===== src/rtl/keypad_entry_buffer_if.sv =====
// ---------------------------------------------------------------------------
// keypad_entry_buffer_if
// Purpose : bundles the keypad strobes, the lockout level and the passcode
//           outputs of keypad_entry_buffer into one interface.
// Ports   : key_valid/key_code/key_clear/key_enter/lock_in  -> buffer
//           pass_out/enter_out/digit_cnt/entry_err/timeout_evt <- buffer
// Modports: master = keypad/test side, slave = keypad_entry_buffer.
// ---------------------------------------------------------------------------
interface keypad_entry_buffer_if #(
    parameter int DIGITS = 3,
    parameter int DW     = 4
);
    localparam int CW = $clog2(DIGITS + 1);

    logic                 key_valid;
    logic [DW-1:0]        key_code;
    logic                 key_clear;
    logic                 key_enter;
    logic                 lock_in;
    logic [DIGITS*DW-1:0] pass_out;
    logic                 enter_out;
    logic [CW-1:0]        digit_cnt;
    logic                 entry_err;
    logic                 timeout_evt;

    modport master (
        output key_valid, key_code, key_clear, key_enter, lock_in,
        input  pass_out, enter_out, digit_cnt, entry_err, timeout_evt
    );

    modport slave (
        input  key_valid, key_code, key_clear, key_enter, lock_in,
        output pass_out, enter_out, digit_cnt, entry_err, timeout_evt
    );
endinterface


===== src/rtl/keypad_entry_buffer.sv =====
// ---------------------------------------------------------------------------
// keypad_entry_buffer
// Purpose : collects keypad digits into a DIGITS x DW passcode word and hands
//           it to the downstream comparator with a one-cycle enter strobe.
//           Handles clear, short-entry rejection, idle timeout and lockout.
// Ports   : clk  - system clock, rising edge
//           rstn - asynchronous active-low reset
//           bus  - keypad_entry_buffer_if.slave (keys in, passcode out)
//
// state   | meaning
// --------+---------------------------------------------------
// IDLE    | no digits held (digit_cnt = 0)
// COLLECT | partial entry, 0 < digit_cnt < DIGITS
// FULL    | complete entry, digit_cnt = DIGITS, waiting enter
// LOCKED  | downstream alarm active, every key ignored
// ---------------------------------------------------------------------------
module keypad_entry_buffer #(
    parameter int DIGITS  = 3,
    parameter int DW      = 4,
    parameter int TIMEOUT = 1000
) (
    input logic                  clk,
    input logic                  rstn,
    keypad_entry_buffer_if.slave bus
);
    localparam int PW = DIGITS * DW;
    localparam int CW = $clog2(DIGITS + 1);
    localparam int IW = $clog2(TIMEOUT);

    typedef enum logic [1:0] {
        IDLE    = 2'd0,
        COLLECT = 2'd1,
        FULL    = 2'd2,
        LOCKED  = 2'd3
    } state_t;

    state_t        r_state;
    logic [PW-1:0] r_pass;
    logic [CW-1:0] r_cnt;
    logic [IW-1:0] r_idle;
    logic          r_enter;
    logic          r_err;
    logic          r_tout;

    // Oldest digit falls off the top; newest lands in [DW-1:0].
    logic [PW-1:0] w_shift;
    assign w_shift = PW'({r_pass, bus.key_code});

    always_ff @(posedge clk or negedge rstn) begin
        if (!rstn) begin
            r_state <= IDLE;
            r_pass  <= '0;
            r_cnt   <= '0;
            r_idle  <= '0;
            r_enter <= 1'b0;
            r_err   <= 1'b0;
            r_tout  <= 1'b0;
        end else begin
            r_enter <= 1'b0;
            r_err   <= 1'b0;
            r_tout  <= 1'b0;

            if (bus.lock_in) begin
                r_state <= LOCKED;
                r_pass  <= '0;
                r_cnt   <= '0;
                r_idle  <= '0;
            end else if (r_state == LOCKED) begin
                // Release cycle: keys still ignored, entry restarts from IDLE.
                r_state <= IDLE;
                r_idle  <= '0;
            end else if (bus.key_clear) begin
                r_state <= IDLE;
                r_pass  <= '0;
                r_cnt   <= '0;
                r_idle  <= '0;
            end else if (bus.key_enter) begin
                r_state <= IDLE;
                r_cnt   <= '0;
                r_idle  <= '0;
                if (r_state == FULL) begin
                    // Submitted code stays in r_pass for the downstream.
                    r_enter <= 1'b1;
                end else begin
                    r_err  <= 1'b1;
                    r_pass <= '0;
                end
            end else if (bus.key_valid) begin
                // Any key strobe restarts the idle timer, so a key arriving on
                // the terminal count always beats the timeout.
                r_idle <= '0;
                if (r_state == FULL) begin
                    r_err <= 1'b1;
                end else begin
                    r_pass  <= w_shift;
                    r_cnt   <= r_cnt + CW'(1);
                    r_state <= (r_cnt == CW'(DIGITS - 1)) ? FULL : COLLECT;
                end
            end else if (r_state == COLLECT || r_state == FULL) begin
                if (r_idle == IW'(TIMEOUT - 1)) begin
                    r_state <= IDLE;
                    r_pass  <= '0;
                    r_cnt   <= '0;
                    r_idle  <= '0;
                    r_tout  <= 1'b1;
                end else begin
                    r_idle <= r_idle + IW'(1);
                end
            end else begin
                r_idle <= '0;
            end
        end
    end

    assign bus.pass_out    = r_pass;
    assign bus.enter_out   = r_enter;
    assign bus.digit_cnt   = r_cnt;
    assign bus.entry_err   = r_err;
    assign bus.timeout_evt = r_tout;
endmodule

===== src/flat_wrapper.sv =====
// flat-port wrapper written by rule: the top's interface ports become plain ports
module keypad_entry_buffer_flat 
#(
    parameter int DIGITS  = 3,
    parameter int DW      = 4,
    parameter int TIMEOUT = 1000
)
  (clk, rstn, bus_key_valid, bus_key_code, bus_key_clear, bus_key_enter, bus_lock_in, bus_pass_out, bus_enter_out, bus_digit_cnt, bus_entry_err, bus_timeout_evt);
  keypad_entry_buffer_if #(.DIGITS(DIGITS), .DW(DW)) bus_i ();
  input logic clk;
  input logic rstn;
  input wire logic [$bits(bus_i.key_valid)-1:0] bus_key_valid;
  input wire logic [$bits(bus_i.key_code)-1:0] bus_key_code;
  input wire logic [$bits(bus_i.key_clear)-1:0] bus_key_clear;
  input wire logic [$bits(bus_i.key_enter)-1:0] bus_key_enter;
  input wire logic [$bits(bus_i.lock_in)-1:0] bus_lock_in;
  output wire logic [$bits(bus_i.pass_out)-1:0] bus_pass_out;
  output wire logic [$bits(bus_i.enter_out)-1:0] bus_enter_out;
  output wire logic [$bits(bus_i.digit_cnt)-1:0] bus_digit_cnt;
  output wire logic [$bits(bus_i.entry_err)-1:0] bus_entry_err;
  output wire logic [$bits(bus_i.timeout_evt)-1:0] bus_timeout_evt;
  assign bus_i.key_valid = bus_key_valid;
  assign bus_i.key_code = bus_key_code;
  assign bus_i.key_clear = bus_key_clear;
  assign bus_i.key_enter = bus_key_enter;
  assign bus_i.lock_in = bus_lock_in;
  assign bus_pass_out = bus_i.pass_out;
  assign bus_enter_out = bus_i.enter_out;
  assign bus_digit_cnt = bus_i.digit_cnt;
  assign bus_entry_err = bus_i.entry_err;
  assign bus_timeout_evt = bus_i.timeout_evt;
  keypad_entry_buffer #(.DIGITS(DIGITS), .DW(DW), .TIMEOUT(TIMEOUT)) u_core (.clk(clk), .rstn(rstn), .bus(bus_i));
endmodule

===== config.mk =====
export PLATFORM = sky130hd
export DESIGN_NAME = keypad_entry_buffer_flat
export DESIGN_NICKNAME = d
export VERILOG_FILES = /design/src/rtl/keypad_entry_buffer_if.sv /design/src/rtl/keypad_entry_buffer.sv /design/src/flat_wrapper.sv
export SDC_FILE = /design/constraint.sdc
export NUM_CORES = 1
export LEC_CHECK = 0
export CAP_MARGIN = 10
export CORE_MARGIN = 1
export CORE_UTILIZATION = 41
export CTS_CLUSTER_SIZE = 24
export DETAILED_ROUTE_END_ITERATION = 7
export GPL_TIMING_DRIVEN = 1
export HOLD_SLACK_MARGIN = 0.08
export PLACE_DENSITY = 0.65
export SLEW_MARGIN = 20
export SYNTH_ARGS = -nofsm -noshare
export SYNTH_HDL_FRONTEND = slang
export SYNTH_SLANG_ARGS = --single-unit

===== constraint.sdc =====
create_clock -name clk -period 4.3 [get_ports clk]
set_input_delay 0.86 -clock clk [delete_from_list [all_inputs] [get_ports clk]]
set_output_delay 0.86 -clock clk [all_outputs]
set_load 0.005 [all_outputs]

==> results of run 1 <==
worst max-delay path, delay by kind of cell:
family                 cells  cell delay [ns]
AOI/OAI and AO/OA          1             0.11
buffers and inverters      1             0.61
and+or+nand+nor            3             1.41
final cells by class:
type | count | area (sq um)
Clock buffer | 7 | 65.06
Clock inverter | 1 | 5.005
Fill cell | 312 | 1543
Inverter | 17 | 63.81
Multi-Input combinational cell | 104 | 635.6
Sequential cell | 29 | 725.7
Tap cell | 46 | 57.56
Timing Repair Buffer | 27 | 267.8
layer usage:
metal  up-vias  part of all wire [%]
met5         -                     0
met1       528                    46
met3         8                   4.9
met4         0                   1.9
met2        26                    48
li1        576                     -
power by group through the flow:
stage	clock, mW	combinational [mW]	sequential [mW]
2_1_floorplan	0	0.0261	0.285
3_3_place_gp	0	0.0503	0.285
3_5_place_dp	0	0.0514	0.285
4_1_cts	0.193	0.0517	0.280
5_1_grt	0.208	0.0571	0.280
6_report	0.183	0.0508	0.280
synthesized netlist by cell type (all sizes together), types with 2 or more instances:
library cell | instances | share of area [%]
dfrtp | 29 | 50
nand2 | 18 | 4.7
inv | 17 | 4.4
nor2 | 17 | 4.4
o21ai | 13 | 4.5
ha | 6 | 5.2
nand3 | 6 | 2.1
xnor2 | 6 | 3.6
nor3 | 4 | 1.4
nand2b | 3 | 1.3
nand4 | 3 | 1.3
a2bb2oi | 2 | 1.2
a31oi | 2 | 0.87
and3 | 2 | 0.95
buf | 2 | 0.87
clkbuf | 2 | 0.52
mux2i | 2 | 1.4
nor2b | 2 | 0.87
nor4 | 2 | 1.3
o21a | 2 | 1.0
or3 | 2 | 0.87
xor2 | 2 | 1.2
cell families after synthesis:
logic type | synth area share [%]
adders and majority gates | 5.195
buffers and inverters | 5.801
AOI/OAI and AO/OA | 9.090
DFF | 50.22
and+or+nand+nor | 23.46
muxes | 1.385
xor gates and xnor gates | 4.849
flip-flops by register name, summed over array words and instances, names as in the netlist:
| name | flops |
|---|---|
| u_core.bus.pass_out | 12 |
| u_core.bus.timeout_evt | 1 |
| u_core.bus.entry_err | 1 |
| u_core.r_idle | 10 |
| u_core.r_state | 2 |
| u_core.bus.enter_out | 1 |
| u_core.bus.digit_cnt | 2 |
through the flow:
stage                     utilization [%]  total power [mW]  instance area [sq um]
after floorplan                         -            0.3108                   1445
after global placement              52.05            0.3352                   1750
after detailed placement            52.05            0.3365                   1750
after CTS                           54.13            0.5249                   1821
after global routing                54.13            0.5459                   1821
final                               54.13            0.5138                   1821
worst max-delay path by stage:
stage,depth (start not counted),end,startpoint,slack (ns)
2_1_floorplan,5,u_core.bus.digit_cnt[0],bus_key_valid,2.17
3_3_place_gp,5,u_core.bus.pass_out[8],bus_key_valid,1.32
3_5_place_dp,5,u_core.bus.pass_out[9],bus_key_valid,1.20
4_1_cts,5,u_core.bus.pass_out[9],bus_key_valid,1.55
5_1_grt,5,u_core.bus.pass_out[4],bus_key_valid,1.39
6_report,5,u_core.bus.pass_out[9],bus_key_valid,1.56
==> flow_summary.ini, run 1 <==
[outcome]
outcome = finished, final reports clean

[cts]
clk_latency_ns = 0.33
clock-sinks = 29
ctsResizeCount = 0
clock_path_buffers = 2
cts_made_buffers = 5
postCtsSetupBuffers = 0
ctsHoldBuffers = 0
cts_tree = done
htree_levels = 2
clk_pin_slew_ns = 0.09
ctsRootBufferMaster = clkbuf_4

[floorplanning]
core-area_sq_mm = 0.003363
die_w_um = 61.37
die_y_um = 61.37
die_area_sq_mm = 0.003766
io-pin-count = 27
num_rows = 21
initial_core_util_pct = 42.97

[global_routing]
track_usage_pct = 16.81
grt_use_met1_pct = 19.89
grt.met3_usage_pct = 5.882
grt_pass1_wl_mm = 4.450
grt_use_met2_pct = 27.33
grt_max_degree = 30
grt_pass1_vias = 1033
grt_overflow_total = 0
grt_busiest_layer = met2
antenna_found_initial = 0

[timing]
final-hold-violation-count = 0
slew_headroom_pct = 32.14
setup_viol = 0
skew_ns = 0.009011
worst_slack_ns = 1.557
finalHoldWorstSlack_ns = 0.5225
max_freq_mhz = 364.5
rsz0062_at_grt = no
min_period_ns = 2.743
min_period_over_period_pct = 63.80
finalMaxSlewViolations = 0
max_slew.worst_pin.slew_ns = 1.009
fin_setup_tns_ns = 0

[placed_design]
pre_cts_slack_ns = 1.200
io_buffers = 26
dp_hpwl_mm = 1.990
gp_congestion = 0.9175
dpl.cell_count = 223

[setup_path]
critPathCaptureType = flip-flop
cp_max_fo = 12
r2r_slack_ns = 2.29
cp_slowest_stage_delay_ns = 0.77
r2r-end = u_core.bus.pass_out[9]
worstPathCellList = clkdlybuf4s50_1 > or4b_4 > nor4_2 > nand2_1 > o21ai_0
crit_required_ns = 4.55
crit_arrival_ns = 2.99
critical-path-slowest-cell = nor4_2
worstSetupPathType = input pin to flip-flop
critPathLaunchType = input pin
r2r_cells = 6
reg2reg_from = u_core.r_state[1]

[route]
drc = 0
via_per_inst = 4.926
detail-route-antenna-nets = 0
wire_per_inst_um = 11.83
routed_wl_mm = 2.733
drt-initial-drc-count = 42
drtPass1Iterations = 4
num_vias = 1138

[synthesis]
syn_nets = 170
ys_warn_count = 0
synth_ff_type = dfrtp_1
synth_edf_count = 0
syn_area_sq_mm = 0.001445
ys_types = 36
synth.avg_cell_area_sq_um = 9.384
async_flop_share_pct = 100.0
synthCells = 154
ys_seq_area_share_pct = 50.22
synth-seq-cells = 29

[pwr]
power_switching_mw = 0.1204
pwr-share-clk_pct = 35.7
swShare_pct = 23.43
seqPwrFrac_pct = 54.4
power.density_mw_per_mm2 = 282.2
ir_worst_vdd_mv = 0.1812
power.share.combinational_pct = 9.9
cellInternalPower_mw = 0.3934
power_leakage_nw = 0.7487

[cells_and_area]
final_nets = 200
stdcell_count = 231
layout_common_cells = dfrtp_1 (29), clkdlybuf4s50_1 (26), nand2_1 (18), inv_1 (17), nor2_1 (17)
final_common_cell = dfrtp_1
drive_above_1_share_pct = 6.486
areaGrowthSynthToFinish_pct = 25.97
antennaDiodeCount = 0

[worst_hold_path]
hold_path_startpoint = u_core.bus.pass_out[1]
worst_hold_path.endpoint = u_core.bus.pass_out[5]
hold_path_depth = 2
holdCritPathClass = flip-flop to flip-flop

[run]
drv_cap = 0
Power figures use the tool's default switching activity.
==> run 2: changes to the inputs <==
--- a/config.mk
+++ b/config.mk
@@ -12,7 +12,7 @@
 export DETAILED_ROUTE_END_ITERATION = 7
 export GPL_TIMING_DRIVEN = 1
 export HOLD_SLACK_MARGIN = 0.08
-export PLACE_DENSITY = 0.65
+export PLACE_DENSITY = 0.68
 export SLEW_MARGIN = 20
 export SYNTH_ARGS = -nofsm -noshare
 export SYNTH_HDL_FRONTEND = slang
==> constraint.sdc (replaced) <==
create_clock -name clk -period 2.5 [get_ports clk]
set_input_delay 0.5 -clock clk [delete_from_list [all_inputs] [get_ports clk]]
set_output_delay 0.5 -clock clk [all_outputs]
set_load 0.005 [all_outputs]
==> run 2 against run 1 <==
  * First-iteration DRC count shrank 24%
  * Critical path depth is the same
  * Clock skew increased by 0.0013 ns
==> flow_summary.ini, run 2 (synthesized netlist as in run 1, its figures left out) <==
[outcome]
outcome = finished, final reports clean

[cells_and_area]
layout_common_cells = dfrtp_1 (29), clkdlybuf4s50_1 (26), nand2_1 (18), inv_1 (17), nor2_1 (17)
final_common_cell = dfrtp_1
drive_above_1_share_pct = 6.452
areaGrowthSynthToFinish_pct = 27.53
stdcell_count = 232
final_nets = 201
largest_register_ffs = 12
antennaDiodeCount = 0

[setup_path]
r2r-end = u_core.bus.pass_out[9]
critPathLaunchType = input pin
cp-startpoint = bus_key_valid
r2r_cells = 6
critPathCapture = u_core.bus.pass_out[9]
cp_max_fo = 12
crit_required_ns = 2.67
crit_cells = 5
critPathCaptureType = flip-flop
cp_slowest_stage_delay_ns = 0.61
critical-path-slowest-cell = a21oi_1
reg2reg_from = u_core.r_state[1]
worstPathCellList = clkdlybuf4s50_1 > nor2_1 > nand4b_1 > a21oi_1 > o21ai_0
r2r_slack_ns = 0.47
cpLargestDelayFamily = compound AO/OA/AOI/OAI gates
crit_arrival_ns = 2.27
worstSetupPathType = input pin to flip-flop
path_buf_inv = 1

[route]
via_per_inst = 5.034
wire_per_inst_um = 12.09
drc = 0
num_vias = 1168
routed_wl_mm = 2.805
detail-route-antenna-nets = 0
drt-initial-drc-count = 32
drtPass1Iterations = 4

[timing]
fin_setup_tns_ns = 0
setup_viol = 0
max_freq_mhz = 476.5
min_period_over_period_pct = 83.95
slew_headroom_pct = 49.55
finalHoldWorstSlack_ns = 0.5210
skew_ns = 0.01034
min_period_ns = 2.099
rsz0062_at_grt = no
finalMaxSlewViolations = 0
final-hold-violation-count = 0
max_slew.worst_pin.slew_ns = 0.7567

[cts]
htree_levels = 2
ctsResizeCount = 0
clock-sinks = 29
clk_latency_ns = 0.32
cts_made_buffers = 5
ctsRootBufferMaster = clkbuf_4
postCtsSetupBuffers = 0
clock_path_buffers = 2
ctsHoldBuffers = 0
cts_tree = done
clk_pin_slew_ns = 0.08

[floorplanning]
initial_core_util_pct = 42.97
num_rows = 21
io-pin-count = 27
die_w_um = 61.37
core-area_sq_mm = 0.003363
die_y_um = 61.37
die_area_sq_mm = 0.003766

[pwr]
ir_worst_vdd_mv = 0.3014
power.density_mw_per_mm2 = 521.5
power_leakage_nw = 0.7583

[global_routing]
track_usage_pct = 17.19
antenna_found_initial = 0
grt_pass1_vias = 1065
grt_pass1_wl_mm = 4.588
grt_max_degree = 30
grt_overflow_total = 0

[placed_design]
dpl.cell_count = 224
dp_hpwl_mm = 2.161
io_buffers = 26
gp_congestion = 0.8791

[run]
drv_cap = 0

[worst_hold_path]
holdCritPathClass = flip-flop to flip-flop
## run 2: power breakdown
| part | internal (mW) | total [mW] | switching (mW) |
|---|---|---|---|
| logic | 0.0391 | 0.0878 | 0.0487 |
| clock network | 0.239 | 0.392 | 0.154 |
| registers | 0.475 | 0.481 | 0.00591 |
## run 2: routing by layer
layer,up-vias,wire length [um],global-route usage [%]
met5,-,0,0
met4,0,60,9.524
met3,7,104,4.622
met2,20,1443,29.04
met1,568,1196,19.84
li1,573,-,-
## run 2: how the worst min path moves through the flow
stage	startpoint	endpoint	slack [ns]	cells past startpoint
CTS	u_core.r_idle[0]	u_core.r_idle[0]	0.53	1
global route	u_core.r_idle[0]	u_core.r_idle[0]	0.55	1
floorplan	rstn	u_core.bus.digit_cnt[0]	0.20	0
global placement	u_core.bus.pass_out[7]	u_core.bus.pass_out[11]	0.49	2
finish	u_core.r_idle[0]	u_core.r_idle[0]	0.52	1
detailed placement	u_core.bus.pass_out[7]	u_core.bus.pass_out[11]	0.51	2
## run 2: cell type report
type,instances,area (sq um)
clock inverters,1,30.03
clock buffers,7,55.05
inverters,17,63.81
well taps,46,57.56
fillers,347,1520
repair buffers,28,275.3
flip-flops and latches,29,725.7
multi-input cells,104,635.6
## run 2: per-stage QoR
stage	total power, mW	util (%)	cell area, sq um	setup WS, ns
global placement	0.5759	52.27	1758	0.1804
CTS	0.9724	54.80	1843	0.4068
floorplan	0.5346	-	1445	0.7331
detailed placement	0.5787	52.27	1758	0.06648
finish	0.9612	54.80	1843	0.4014
global route	1.005	54.80	1843	0.2129
